[src/rtl/wisc_pkg.sv]
// Shared definitions for the WISC-S25 pipeline front end.
//   - instruction width and opcode constants used by fetch/decode
//   - fetch_state_t: fetch FSM states
//   - isHalt(): opcode test for HLT
package wisc_pkg;

  localparam int INSTR_W = 16;

  localparam logic [3:0] OP_B   = 4'hC;
  localparam logic [3:0] OP_BR  = 4'hD;
  localparam logic [3:0] OP_PCS = 4'hE;
  localparam logic [3:0] OP_HLT = 4'hF;

  typedef enum logic [1:0] {
    FETCH = 2'd0,
    BUF   = 2'd1,
    HALT  = 2'd2
  } fetch_state_t;

  function automatic logic isHalt(input logic [INSTR_W-1:0] instr);
    return instr[INSTR_W-1 -: 4] == OP_HLT;
  endfunction

endpackage

[src/rtl/if_id_reg.sv]
// IF/ID pipeline register.
//   clk, rst      : clock, synchronous active-high reset
//   load          : capture instrIn/pcPlus2In and mark valid
//   flush         : drop the held instruction (valid <= 0), data kept
//   instrIn       : instruction to capture
//   pcPlus2In     : fetch address + 2 of that instruction
//   valid         : register holds a live instruction
//   instr/pcPlus2 : held fields
// Priority: rst > flush > load; with neither flush nor load the
// contents hold (decode stall).
module if_id_reg
  import wisc_pkg::*;
(
  input  logic               clk,
  input  logic               rst,
  input  logic               load,
  input  logic               flush,
  input  logic [INSTR_W-1:0] instrIn,
  input  logic [15:0]        pcPlus2In,
  output logic               valid,
  output logic [INSTR_W-1:0] instr,
  output logic [15:0]        pcPlus2
);

  always_ff @(posedge clk) begin
    if (rst) begin
      valid   <= 1'b0;
      instr   <= '0;
      pcPlus2 <= '0;
    end else if (flush) begin
      valid   <= 1'b0;
    end else if (load) begin
      valid   <= 1'b1;
      instr   <= instrIn;
      pcPlus2 <= pcPlus2In;
    end
  end

endmodule

[src/rtl/fetch_unit.sv]
// Instruction-fetch stage: owns the PC, requests instruction memory and
// loads the IF/ID register.
//   clk, rst        : clock, synchronous active-high reset
//   imem_req/addr   : fetch request and byte address (addr == pc)
//   imem_ready/rdata: memory response for the current address
//   stall           : decode hazard, IF/ID must hold
//   redirect/_pc    : taken branch from downstream, flush and refetch
//   pc              : current fetch PC
//   if_id_*         : IF/ID register outputs
//   halted          : fetch stopped after delivering HLT
// A response arriving while decode is stalled is parked in a one-entry
// skid buffer (state BUF); the buffer is only meaningful in BUF, so
// leaving BUF by any path implicitly invalidates it.
module fetch_unit
  import wisc_pkg::*;
#(
  parameter logic [15:0] RESET_PC = 16'h0000
)(
  input  logic               clk,
  input  logic               rst,
  output logic               imem_req,
  output logic [15:0]        imem_addr,
  input  logic               imem_ready,
  input  logic [INSTR_W-1:0] imem_rdata,
  input  logic               stall,
  input  logic               redirect,
  input  logic [15:0]        redirect_pc,
  output logic [15:0]        pc,
  output logic               if_id_valid,
  output logic [INSTR_W-1:0] if_id_instr,
  output logic [15:0]        if_id_pc_plus2,
  output logic               halted
);

  localparam logic [15:0] RESET_PC_AL = RESET_PC & 16'hFFFE;

  fetch_state_t       state, stateNext;
  logic [15:0]        pcNext, pcPlus2;
  logic [INSTR_W-1:0] skidInstr;
  logic [15:0]        skidPcPlus2;
  logic               skidLoad;
  logic               ifLoad, ifFlush;
  logic [INSTR_W-1:0] ldInstr;
  logic [15:0]        ldPcPlus2;

  // 16-bit add wraps naturally (FFFE + 2 = 0000).
  assign pcPlus2 = pc + 16'd2;

  always_ff @(posedge clk) begin
    if (rst) begin
      state <= FETCH;
      pc    <= RESET_PC_AL;
    end else begin
      state <= stateNext;
      pc    <= pcNext;
    end
  end

  always_ff @(posedge clk) begin
    if (rst) begin
      skidInstr   <= '0;
      skidPcPlus2 <= '0;
    end else if (skidLoad) begin
      skidInstr   <= imem_rdata;
      skidPcPlus2 <= pcPlus2;
    end
  end

  always_comb begin
    stateNext = state;
    pcNext    = pc;
    skidLoad  = 1'b0;
    ifLoad    = 1'b0;
    ifFlush   = 1'b0;
    ldInstr   = imem_rdata;
    ldPcPlus2 = pcPlus2;
    if (redirect) begin
      // Redirect beats everything: any response this cycle and the skid
      // entry are dropped, and the halt is cleared by returning to FETCH.
      stateNext = FETCH;
      pcNext    = redirect_pc & 16'hFFFE;
      ifFlush   = 1'b1;
    end else begin
      unique case (state)
        FETCH: begin
          if (imem_ready) begin
            pcNext = pcPlus2;
            if (stall) begin
              skidLoad  = 1'b1;
              stateNext = BUF;
            end else begin
              ifLoad = 1'b1;
              if (isHalt(imem_rdata)) stateNext = HALT;
            end
          end else if (!stall) begin
            ifFlush = 1'b1;  // bubble
          end
        end
        BUF: begin
          if (!stall) begin
            ifLoad    = 1'b1;
            ldInstr   = skidInstr;
            ldPcPlus2 = skidPcPlus2;
            stateNext = isHalt(skidInstr) ? HALT : FETCH;
          end
        end
        HALT: begin
          if (!stall) ifFlush = 1'b1;
        end
        default: stateNext = FETCH;
      endcase
    end
  end

  if_id_reg uIfId (
    .clk       (clk),
    .rst       (rst),
    .load      (ifLoad),
    .flush     (ifFlush),
    .instrIn   (ldInstr),
    .pcPlus2In (ldPcPlus2),
    .valid     (if_id_valid),
    .instr     (if_id_instr),
    .pcPlus2   (if_id_pc_plus2)
  );

  // No request in the reset cycle, regardless of the pre-reset state.
  assign imem_req  = !rst && (state == FETCH);
  assign imem_addr = pc;
  assign halted    = (state == HALT);

endmodule

[config.mk]
export PLATFORM = sky130hd
export DESIGN_NAME = fetch_unit
export DESIGN_NICKNAME = d
export VERILOG_FILES = /design/src/rtl/wisc_pkg.sv /design/src/rtl/if_id_reg.sv /design/src/rtl/fetch_unit.sv
export SDC_FILE = /design/constraint.sdc
export NUM_CORES = 1
export LEC_CHECK = 0
export BUFFER_PORTS_ARGS = -buffer_cell sky130_fd_sc_hd__buf_2
export CORE_MARGIN = 2
export CORE_UTILIZATION = 45
export CTS_CLUSTER_DIAMETER = 100
export DETAILED_ROUTE_END_ITERATION = 7
export PLACE_DENSITY = 0.7
export SLEW_MARGIN = 20
export SYNTH_ARGS = -nofsm -noshare
export SYNTH_HDL_FRONTEND = slang
export SYNTH_SLANG_ARGS = --single-unit
[constraint.sdc]
create_clock -name clk -period 4.88 [get_ports clk]
set_clock_uncertainty 0.1 [all_clocks]
set_input_delay 0.976 -clock clk [delete_from_list [all_inputs] [get_ports clk]]
set_output_delay 0.976 -clock clk [all_outputs]
set_load 0.005 [all_outputs]
# Word-level counts from Yosys, hierarchy flattened
# Index checks and enable logic that the tools add are counted.
# classes
add_sub_neg	1
n_eq_ne	7
n_mux	26
bitwise	2
n_reduce_logical	11
# op_table
op	n
2-to-1 mux 16 bit	9
adder 16 x 2 -> 16 bit (second input constant)	1
2-to-1 mux 2 bit	5
2-to-1 mux 1 bit	9
equality test 4 bit (second input constant)	2
one-hot mux 2 bit (3 select lines)	1
AND reduction 2 bit	3
inequality test 2 bit (second input constant)	2
one-hot mux 1 bit (2 select lines)	2
AND reduction 4 bit	1
nonzero test 2 bit	2
OR reduction 2 bit	2
inequality test 3 bit (second input constant)	1
equality test 2 x 1 -> 1 bit (second input constant)	1
equality test 2 bit (second input constant)	1
zero test 2 bit	1
NOT 1 bit	2
logical AND 1 bit	1
zero test 1 bit	1
# totals
ff_bits	83
inputBits	37
out_inout_bits	67
word_cells	55

# Depth between registers and ports, before layout
# Gate-level depths: netlist of the first run.
# logic_depth
depth_word	6
depth_mapped	7
depth_no_buf	5

# Cells and area by module
# Synthesis of the first run repeated with hierarchy kept, for this count alone.
# unflattened
hier_cells	537
area_unflattened_um2	4329.2
# modules_own_cells
module	instances	cells_per_inst	area_each_um2	seq_area_each_um2
fetch_unit	1	389	2837.7	960.9
if_id_reg	1	148	1491.4	660.6

# Least setup slack after synthesis of the first run
# Ideal clock, no wire load.
# synth_path
kind	input to output
start	in rst
end	out imem_req
t_arrival_ps	1593
t_required_ps	3804
setup_slack_ps	2211
cell_stages	3
path_buffers	2
cell_sequence	clkbuf_1 -> clkbuf_1 -> nor3_1
# synth_via
elab_chain_len	2
# synth_rtl
item	line_no	source
from (decl)	fetch_unit.sv:20	input logic rst,
zero test 1 bit	fetch_unit.sv:128	assign imem_req = !rst && (state == FETCH);
logical AND 1 bit	fetch_unit.sv:128	
to (decl)	fetch_unit.sv:21	output logic imem_req,
# No other way between the ends.

# Worst setup path after layout of the first run
# layout_path
start	in redirect
end	reg skidPcPlus2[12]
# layout_via
elab_chain_len	1
# layout_rtl
item	line_no	source
from (decl)	fetch_unit.sv:26	input logic redirect,
2-to-1 mux 1 bit	fetch_unit.sv:77	if (redirect) begin
to (signal assigned)	fetch_unit.sv:65	skidPcPlus2 <= pcPlus2;
to (decl)	fetch_unit.sv:40	logic [15:0] skidPcPlus2;
# No other way between the ends.
# A chain may end at the register's enable or synchronous reset.

==> impl_metrics.json, run 1 <==
{
  "area_delta_synth_final_pct": 15.7,
  "r2r_slack_ps": 2360,
  "r2r_start": "imem_addr[1]",
  "min_path_cells": 2,
  "vias": 3497,
  "cts.sinks": 80,
  "drive_above_1_share": 0.244,
  "combPwrFrac": 0.117,
  "peakVddDrop_mv": 0.130,
  "dpl.hpwl_mm": 6.39,
  "placed_area_um2": 4130,
  "hold_class": "reg2reg",
  "postRouteAntennaNets": 0,
  "core_um2": 8130,
  "grt-ovfl-total": 0,
  "fin_crit_ps": 3090,
  "power.internal_mw": 0.985,
  "postCtsSetupRepairBufs": 0,
  "grt_pass1_vias": 3119,
  "diodes": 0,
  "status": "finished clean",
  "final_net_count": 563,
  "initial_utilization": 0.459,
  "fin_tns_setup_ps": 0,
  "syn-instance-count": 465,
  "seqCellArea_um2": 1600,
  "finalCritPeriodShare": 0.633,
  "grt_max_degree": 38,
  "cts_tree": "yes",
  "synthArstFlopShare": 0,
  "clkLatencyLatePin_ps": 350,
  "hold_end": "uIfId.pcPlus2[3]",
  "cts_resized": 0,
  "place.gp.congestion": 0.778,
  "h-tree-depth": 3,
  "n_fill_cell": 766,
  "cp.required_ps": 5000,
  "max_slew.worst_pin.slew_ps": 991,
  "antenna_found_initial": 0,
  "p_per_area_nw_per_um2": 313,
  "swShare": 0.271,
  "grt_pass1_wl_mm": 15.0,
  "hold_viol": 0,
  "report.final.slew_viol_count": 0,
  "hp-start": "uIfId.pcPlus2[3]",
  "max_slew_margin": 0.338,
  "p_switching_mw": 0.365,
  "synth_edf_count": 0,
  "ys_ff_latch": 80,
  "synthFlopType": "dfxtp_1",
  "worstSetupStartpointType": "input port",
  "die_h_um": 95.0,
  "clockPowerShare": 0.354,
  "critPathArrivalTime_ps": 3210,
  "rsz0062_at_grt": "false",
  "multi_input_area_um2": 1840,
  "final_cells": 634,
  "stdcell_area_um2": 4320,
  "port_buffers": 99,
  "synth.avg_cell_area_um2": 8.02,
  "setup_slack_ps": 1790,
  "clk_pin_slew_ps": 80,
  "io_pins": 104,
  "numCtsBuffers": 9,
  "drtPass1Iterations": 4,
  "finalSetupViolCount": 0,
  "crit_type": "in2reg",
  "ctsHoldBuffers": 0,
  "drv_cap": 0,
  "first_iter_violations": 181,
  "wl_mm": 9.29,
  "synth_warnings": 0,
  "p_seq_frac": 0.529,
  "syn_area_um2": 3730,
  "cts-root-buf": "clkbuf_8",
  "max_freq_mhz": 324,
  "timing.rr.end": "imem_addr[15]",
  "cp_max_fo": 30,
  "post-route-drc-count": 0,
  "p_leak_nw": 1.75,
  "reg2regPathDepth": 5,
  "dieArea_um2": 9030,
  "die_w_um": 95.0,
  "post-place-cells": 619,
  "synth.distinct_cells": 48,
  "end_kind": "flop",
  "via_per_inst": 5.52,
  "dp_slack_ps": 1390,
  "rows": 33,
  "synth_seq_area_share": 0.429,
  "clock_path_buffers": 2,
  "avgRoutedWirePerCell_um": 14.6,
  "grtUsageTotal": 0.210
}
[sequential cells by signal, summed over array words and instances (netlist names)]
name	flops
skidPcPlus2	15
uIfId.instr	16
skidInstr	16
uIfId.valid	1
uIfId.pcPlus2	15
imem_addr	15
state	2
[power groups by stage]
| stage | Combinational (mW) | Sequential (mW) | Clock [mW] |
|---|---|---|---|
| CTS | 0.159 | 0.714 | 0.481 |
| global placement | 0.155 | 0.728 | 0 |
| global route | 0.178 | 0.720 | 0.515 |
| finish | 0.158 | 0.714 | 0.478 |
| detailed placement | 0.159 | 0.729 | 0 |
| floorplan | 0.107 | 0.725 | 0 |
[stage by stage]
stage          hold slack, ps  utilization  total power [mW]
2_1_floorplan             337            -             0.832
3_3_place_gp              337        0.508             0.884
3_5_place_dp              342        0.508             0.888
4_1_cts                   351        0.531              1.35
5_1_grt                   381        0.531              1.41
6_report                  346        0.531              1.35
[cell type report]
| cell class | count | area share |
|---|---|---|
| multi-input combinational | 324 | 0.425 |
| sequential | 80 | 0.371 |
| timing repair buffer | 106 | 0.127 |
| tap | 105 | 0.0304 |
| clock buffer | 9 | 0.0287 |
| clock inverter | 6 | 0.0142 |
| inverter | 4 | 0.00348 |
[critical path: stages]
cell	delay [ps]
buf_2	180
inv_1	640
nand3_1	870
nor3_1	440
nor3_1	90
[cell families (layout without fill, tap and decap cells)]
logic type	Yosys count	in the layout	share of synthesized area
other cells	1	3	0.00101
buf+inv	63	125	0.0839
compound gates	101	101	0.194
flops	80	80	0.429
fa+ha+maj	1	1	0.00335
simple gates	205	205	0.256
xor+xnor	14	14	0.0329
[how the worst max path moves through the flow]
stage                     depth (start not counted)     start  slack, ps         endpoint
after floorplan                                   3       rst       2210         imem_req
after global placement                            5  redirect       1480  skidPcPlus2[12]
after detailed placement                          5  redirect       1390  skidPcPlus2[12]
after CTS                                         5  redirect       1750  skidPcPlus2[12]
after global routing                              5  redirect       1520  skidPcPlus2[10]
final                                             5  redirect       1790  skidPcPlus2[12]
[cell usage after synthesis, types with 2 or more instances]
library cell / number / area (µm²)
a211o_1: 2 / 17.5
a211oi_1: 16 / 120
a21boi_0: 2 / 15.0
a21oi_1: 22 / 110
a311oi_1: 27 / 236
a31o_2: 2 / 17.5
a31oi_1: 4 / 25.0
and3_1: 5 / 31.3
and4_1: 2 / 17.5
buf_2: 7 / 35.0
buf_4: 18 / 135
clkbuf_1: 34 / 128
dfxtp_1: 80 / 1600
inv_1: 4 / 15.0
nand2_1: 82 / 308
nand2b_1: 3 / 18.8
nand3_1: 9 / 45.0
nand4_1: 3 / 18.8
nor2_1: 54 / 203
nor3_1: 18 / 90.1
nor4_1: 13 / 81.3
o211ai_1: 2 / 15.0
o21ai_0: 10 / 50.1
o22ai_1: 3 / 18.8
o31a_1: 3 / 26.3
or3_1: 6 / 37.5
xnor2_1: 10 / 87.6
xor2_1: 4 / 35.0
[routing by layer]
layer / global-route usage / vias up / routed length, µm / part of all wire
met4: 0.0749 / 0 / 125 / 0.013
met3: 0.0451 / 11 / 513 / 0.055
met5: 0 / - / 0 / 0
met2: 0.339 / 91 / 4340 / 0.47
li1: - / 1756 / - / -
met1: 0.279 / 1639 / 4310 / 0.46
[cell usage in the layout (no fill, tap or decap), types with 3 or more instances in the layout]
cell type	netlist	final
buf_4	18	7
clkbuf_8	0	9
nand4_1	3	3
a31oi_1	4	4
xnor2_1	10	10
or3_1	6	6
inv_1	4	4
and3_1	5	5
nand3_1	9	9
nand2b_1	3	3
nor3_1	18	18
conb_1	1	3
clkinv_2	0	3
dfxtp_1	80	80
xor2_1	4	4
o21ai_0	10	10
o31a_1	3	3
nand2_1	82	82
nor4_1	13	12
buf_2	7	99
a311oi_1	27	27
a211oi_1	16	16
o22ai_1	3	3
a21oi_1	22	22
nor2_1	54	54
No activity file was read; power rests on OpenSTA's default activity.
==> inputs of run 2 (changes only) <==
==> constraint.sdc (replaced) <==
create_clock -name clk -period 3.2 [get_ports clk]
set_clock_uncertainty 0.1 [all_clocks]
set_input_delay 0.64 -clock clk [delete_from_list [all_inputs] [get_ports clk]]
set_output_delay 0.64 -clock clk [all_outputs]
set_load 0.005 [all_outputs]
==> impl_metrics.json, run 2 (synthesized netlist as in run 1, its figures left out) <==
{
  "critPathMaxStageDelay_ps": 510,
  "io_pins": 104,
  "hold_class": "reg2reg",
  "drive_above_1_share": 0.253,
  "layout_common_cells": "buf_2, nand2_1, dfxtp_1",
  "port_buffers": 99,
  "cts.sinks": 80,
  "dieArea_um2": 9030,
  "fin_tns_setup_ps": 0,
  "path_cells": "ha_1 -> nand3_1 -> buf_4 -> nor4_1 -> a21boi_0 -> o221a_2",
  "hp-start": "uIfId.pcPlus2[1]",
  "max_slew.worst_pin.slew_ps": 629,
  "fin_crit_ps": 2330,
  "p_per_area_nw_per_um2": 503,
  "report.final.slew_viol_count": 0,
  "cts-root-buf": "clkbuf_8",
  "drtPass1Iterations": 4,
  "initial_utilization": 0.459,
  "vias": 3584,
  "crit_type": "reg2reg",
  "endpoint": "imem_addr[15]",
  "cts_resized": 0,
  "final_net_count": 571,
  "place.gp.congestion": 0.760,
  "rsz0062_at_grt": "false",
  "layout_commonest_cell": "buf_2",
  "peakVddDrop_mv": 0.215,
  "via_per_inst": 5.58,
  "wl_mm": 9.77,
  "critPathArrivalTime_ps": 2470,
  "r2r_slack_ps": 870,
  "avgRoutedWirePerCell_um": 15.2,
  "finalSetupViolCount": 0,
  "slowest_stage": "dfxtp_1",
  "dpl.hpwl_mm": 6.72,
  "timing.rr.end": "imem_addr[15]",
  "numCtsBuffers": 9,
  "post-route-drc-count": 0,
  "stdcell_area_um2": 4430,
  "die_h_um": 95.0,
  "setup.worst_path.start": "imem_addr[1]",
  "clk_pin_slew_ps": 70,
  "die_w_um": 95.0,
  "worstSetupStartpointType": "flop",
  "antenna_found_initial": 0,
  "h-tree-depth": 3,
  "postRouteAntennaNets": 0,
  "ctsHoldBuffers": 0,
  "fin_hold_ws_ps": 350,
  "drv_cap": 0,
  "hold_viol": 0,
  "final_util": 0.544,
  "grt_pass1_vias": 3215,
  "clock_path_buffers": 2,
  "rows": 33,
  "first_iter_violations": 173,
  "postCtsSetupRepairBufs": 0,
  "cp_max_fo": 12,
  "diodes": 0,
  "grt_pass1_wl_mm": 15.6,
  "status": "finished clean",
  "clkLatencyLatePin_ps": 350,
  "cp.required_ps": 3340,
  "grt_max_degree": 34,
  "end_kind": "flop",
  "r2r_start": "imem_addr[1]",
  "cts_tree": "yes",
  "reg2regPathDepth": 6,
  "top_regs": "skidInstr x16, uIfId.instr x16",
  "core_um2": 8130,
  "grtUsageTotal": 0.220,
  "grt-ovfl-total": 0,
  "max_freq_mhz": 429,
  "max_slew_margin": 0.580,
  "placed_area_um2": 4190,
  "p_leak_nw": 1.81,
  "area_delta_synth_final_pct": 18.7,
  "finalCritPeriodShare": 0.728
}
run 2: worst min-delay path by stage:
stage / end / cells past startpoint
final: uIfId.pcPlus2[1] / 2
after global routing: uIfId.pcPlus2[3] / 2
after CTS: uIfId.pcPlus2[1] / 2
after detailed placement: uIfId.pcPlus2[1] / 2
after global placement: uIfId.pcPlus2[3] / 2
after floorplan: skidInstr[0] / 2
run 2: routing by layer:
layer / track usage / up-vias / routed length (µm)
met5: 0 / - / 0
met4: 0.0966 / 0 / 133
met3: 0.0379 / 12 / 493
met2: 0.349 / 94 / 4620
met1: 0.295 / 1710 / 4520
li1: - / 1768 / -
run 2: cell type report:
type	instances	area, µm²
Clock buffer	10	128
Clock inverter	5	106
Fill cell	803	3710
Inverter	4	15.0
Multi-Input combinational cell	324	1840
Sequential cell	80	1600
Tap cell	105	131
Timing Repair Buffer	114	608
run 2: report_power, final:
part | leakage, nW | total (mW) | internal, mW | switching [mW]
Combinational | 1.04 | 0.250 | 0.109 | 0.140
Clock | 0.113 | 0.886 | 0.516 | 0.370
Sequential | 0.654 | 1.09 | 1.04 | 0.0464
Total | 1.81 | 2.23 | 1.67 | 0.557
run 2: critical path: cells and delay by family (launching register included):
kind,cells,cell delay (ps)
simple gates,2,670
flops,1,510
compound gates,2,440
fa+ha+maj,1,270
buf+inv,1,240
run 2: stage by stage:
step	instances	worst slack, ps	total power, mW
after CTS	642	892	2.24
after global placement	627	869	1.35
final	642	871	2.23
after detailed placement	627	831	1.36
after global routing	642	704	2.31
after floorplan	467	1020	1.27
==> inputs of run 3 (changes only) <==
--- a/config.mk
+++ b/config.mk
@@ -10,7 +10,7 @@
 export CORE_UTILIZATION = 45
 export CTS_CLUSTER_DIAMETER = 100
 export DETAILED_ROUTE_END_ITERATION = 7
-export PLACE_DENSITY = 0.7
+export PLACE_DENSITY = 0.73
 export SLEW_MARGIN = 20
 export SYNTH_ARGS = -nofsm -noshare
 export SYNTH_HDL_FRONTEND = slang
==> constraint.sdc (replaced) <==
create_clock -name clk -period 2 [get_ports clk]
set_clock_uncertainty 0.1 [all_clocks]
set_input_delay 0.4 -clock clk [delete_from_list [all_inputs] [get_ports clk]]
set_output_delay 0.4 -clock clk [all_outputs]
set_load 0.005 [all_outputs]
==> impl_metrics.json, run 3 (synthesized netlist as in run 1, its figures left out) <==
{
  "rows": 33,
  "initial_utilization": 0.459,
  "clkLatencyLatePin_ps": 340,
  "timing.rr.end": "imem_addr[14]",
  "multi_input_area_um2": 1850,
  "path_cells": "nand4_1 -> or4_4 -> or3_1 -> a311oi_1",
  "worst-path-buf-inv": 0,
  "setup_slack_ps": 121,
  "vias": 3623,
  "area_delta_synth_final_pct": 23.2,
  "first_iter_violations": 166,
  "crit_type": "reg2reg",
  "clock_path_buffers": 2,
  "cpLargestDelayFamily": "simple AND/OR/NAND/NOR gates",
  "cts-root-buf": "clkbuf_8",
  "n_fill_cell": 753,
  "grtUsageTotal": 0.217,
  "critPathArrivalTime_ps": 2030,
  "diodes": 0,
  "postRouteAntennaNets": 0,
  "peakVddDrop_mv": 0.268,
  "hold_class": "in2reg",
  "max_freq_mhz": 532,
  "core_um2": 8130,
  "cts_tree": "yes",
  "status": "finished clean",
  "grt_pass1_wl_mm": 15.4,
  "stdcell_area_um2": 4600,
  "die_w_um": 95.0,
  "place.gp.congestion": 0.844,
  "wl_mm": 9.60,
  "io_pins": 104,
  "placed_area_um2": 4440,
  "hp-start": "redirect_pc[1]",
  "critPathMaxStageDelay_ps": 470,
  "end_kind": "flop",
  "drive_above_1_share": 0.290,
  "fin_crit_ps": 1880,
  "final_net_count": 601,
  "grt_pass1_vias": 3283,
  "layout_commonest_cell": "buf_2",
  "seqCellArea_um2": 1600,
  "dp_slack_ps": 70.3,
  "r2r_slack_ps": 120,
  "min_path_cells": 2,
  "dpl.hpwl_mm": 6.91,
  "grt-ovfl-total": 0,
  "cp_max_fo": 5,
  "p_per_area_nw_per_um2": 684,
  "dieArea_um2": 9030,
  "post-route-drc-count": 0,
  "worst-path-stages": 4,
  "fin_hold_ws_ps": 191,
  "port_buffers": 99,
  "postCtsSetupRepairBufs": 0,
  "drtPass1Iterations": 4,
  "worstSetupStartpointType": "flop",
  "avgRoutedWirePerCell_um": 14.3,
  "fin_tns_setup_ps": 0,
  "cts_resized": 0,
  "finalCritPeriodShare": 0.940,
  "cts.sinks": 80,
  "finalSetupViolCount": 0,
  "slowest_stage": "or4_4",
  "grt_max_degree": 40,
  "antenna_found_initial": 0,
  "ctsHoldBuffers": 0,
  "p_leak_nw": 1.93,
  "clk_pin_slew_ps": 70,
  "cp.required_ps": 2150,
  "top_regs": "skidInstr x16, uIfId.instr x16",
  "hold_viol": 0,
  "layout_common_cells": "buf_2, nand2_1, dfxtp_1",
  "rsz0062_at_grt": "false",
  "r2r_start": "imem_addr[3]",
  "h-tree-depth": 3,
  "report.final.slew_viol_count": 0,
  "via_per_inst": 5.41,
  "hold_end": "imem_addr[1]",
  "die_h_um": 95.0,
  "numCtsBuffers": 9,
  "reg2regPathDepth": 4,
  "drv_cap": 0
}
run 3: routing by layer:
metal | wire length, µm | share of wire | track usage
met4 | 133 | 0.014 | 0.0870
met5 | 0 | 0 | 0
met2 | 4560 | 0.47 | 0.345
met3 | 346 | 0.036 | 0.0292
met1 | 4560 | 0.48 | 0.300
run 3: area by class of cell:
type	instances	share of cell area
timing repair buffer	144	0.187
inverter	4	0.00327
clock buffer	11	0.0286
tap	105	0.0286
clock inverter	2	0.00218
sequential	80	0.348
multi-input combinational	324	0.402
run 3: stage by stage:
step	instances	total power, mW	util
floorplan	467	2.03	-
global placement	657	2.21	0.546
detailed placement	657	2.22	0.546
CTS	670	3.17	0.563
global route	670	3.31	0.565
finish	670	3.14	0.565
run 3: power breakdown:
| part | switching [mW] | internal (mW) | total, mW |
|---|---|---|---|
| Combinational | 0.257 | 0.214 | 0.471 |
| Sequential | 0.0504 | 1.67 | 1.72 |
| Clock | 0.525 | 0.427 | 0.952 |
| Total | 0.832 | 2.31 | 3.14 |
run 3: worst max-delay path by stage:
stage                  from               end  slack, ps
2_1_floorplan  imem_addr[5]     imem_addr[14]         60
3_3_place_gp     imem_ready     imem_addr[11]         90
3_5_place_dp       redirect  uIfId.pcPlus2[8]         70
4_1_cts        imem_addr[1]   skidPcPlus2[15]         80
5_1_grt        imem_addr[1]   skidPcPlus2[15]         20
6_report       imem_addr[3]     imem_addr[14]        120
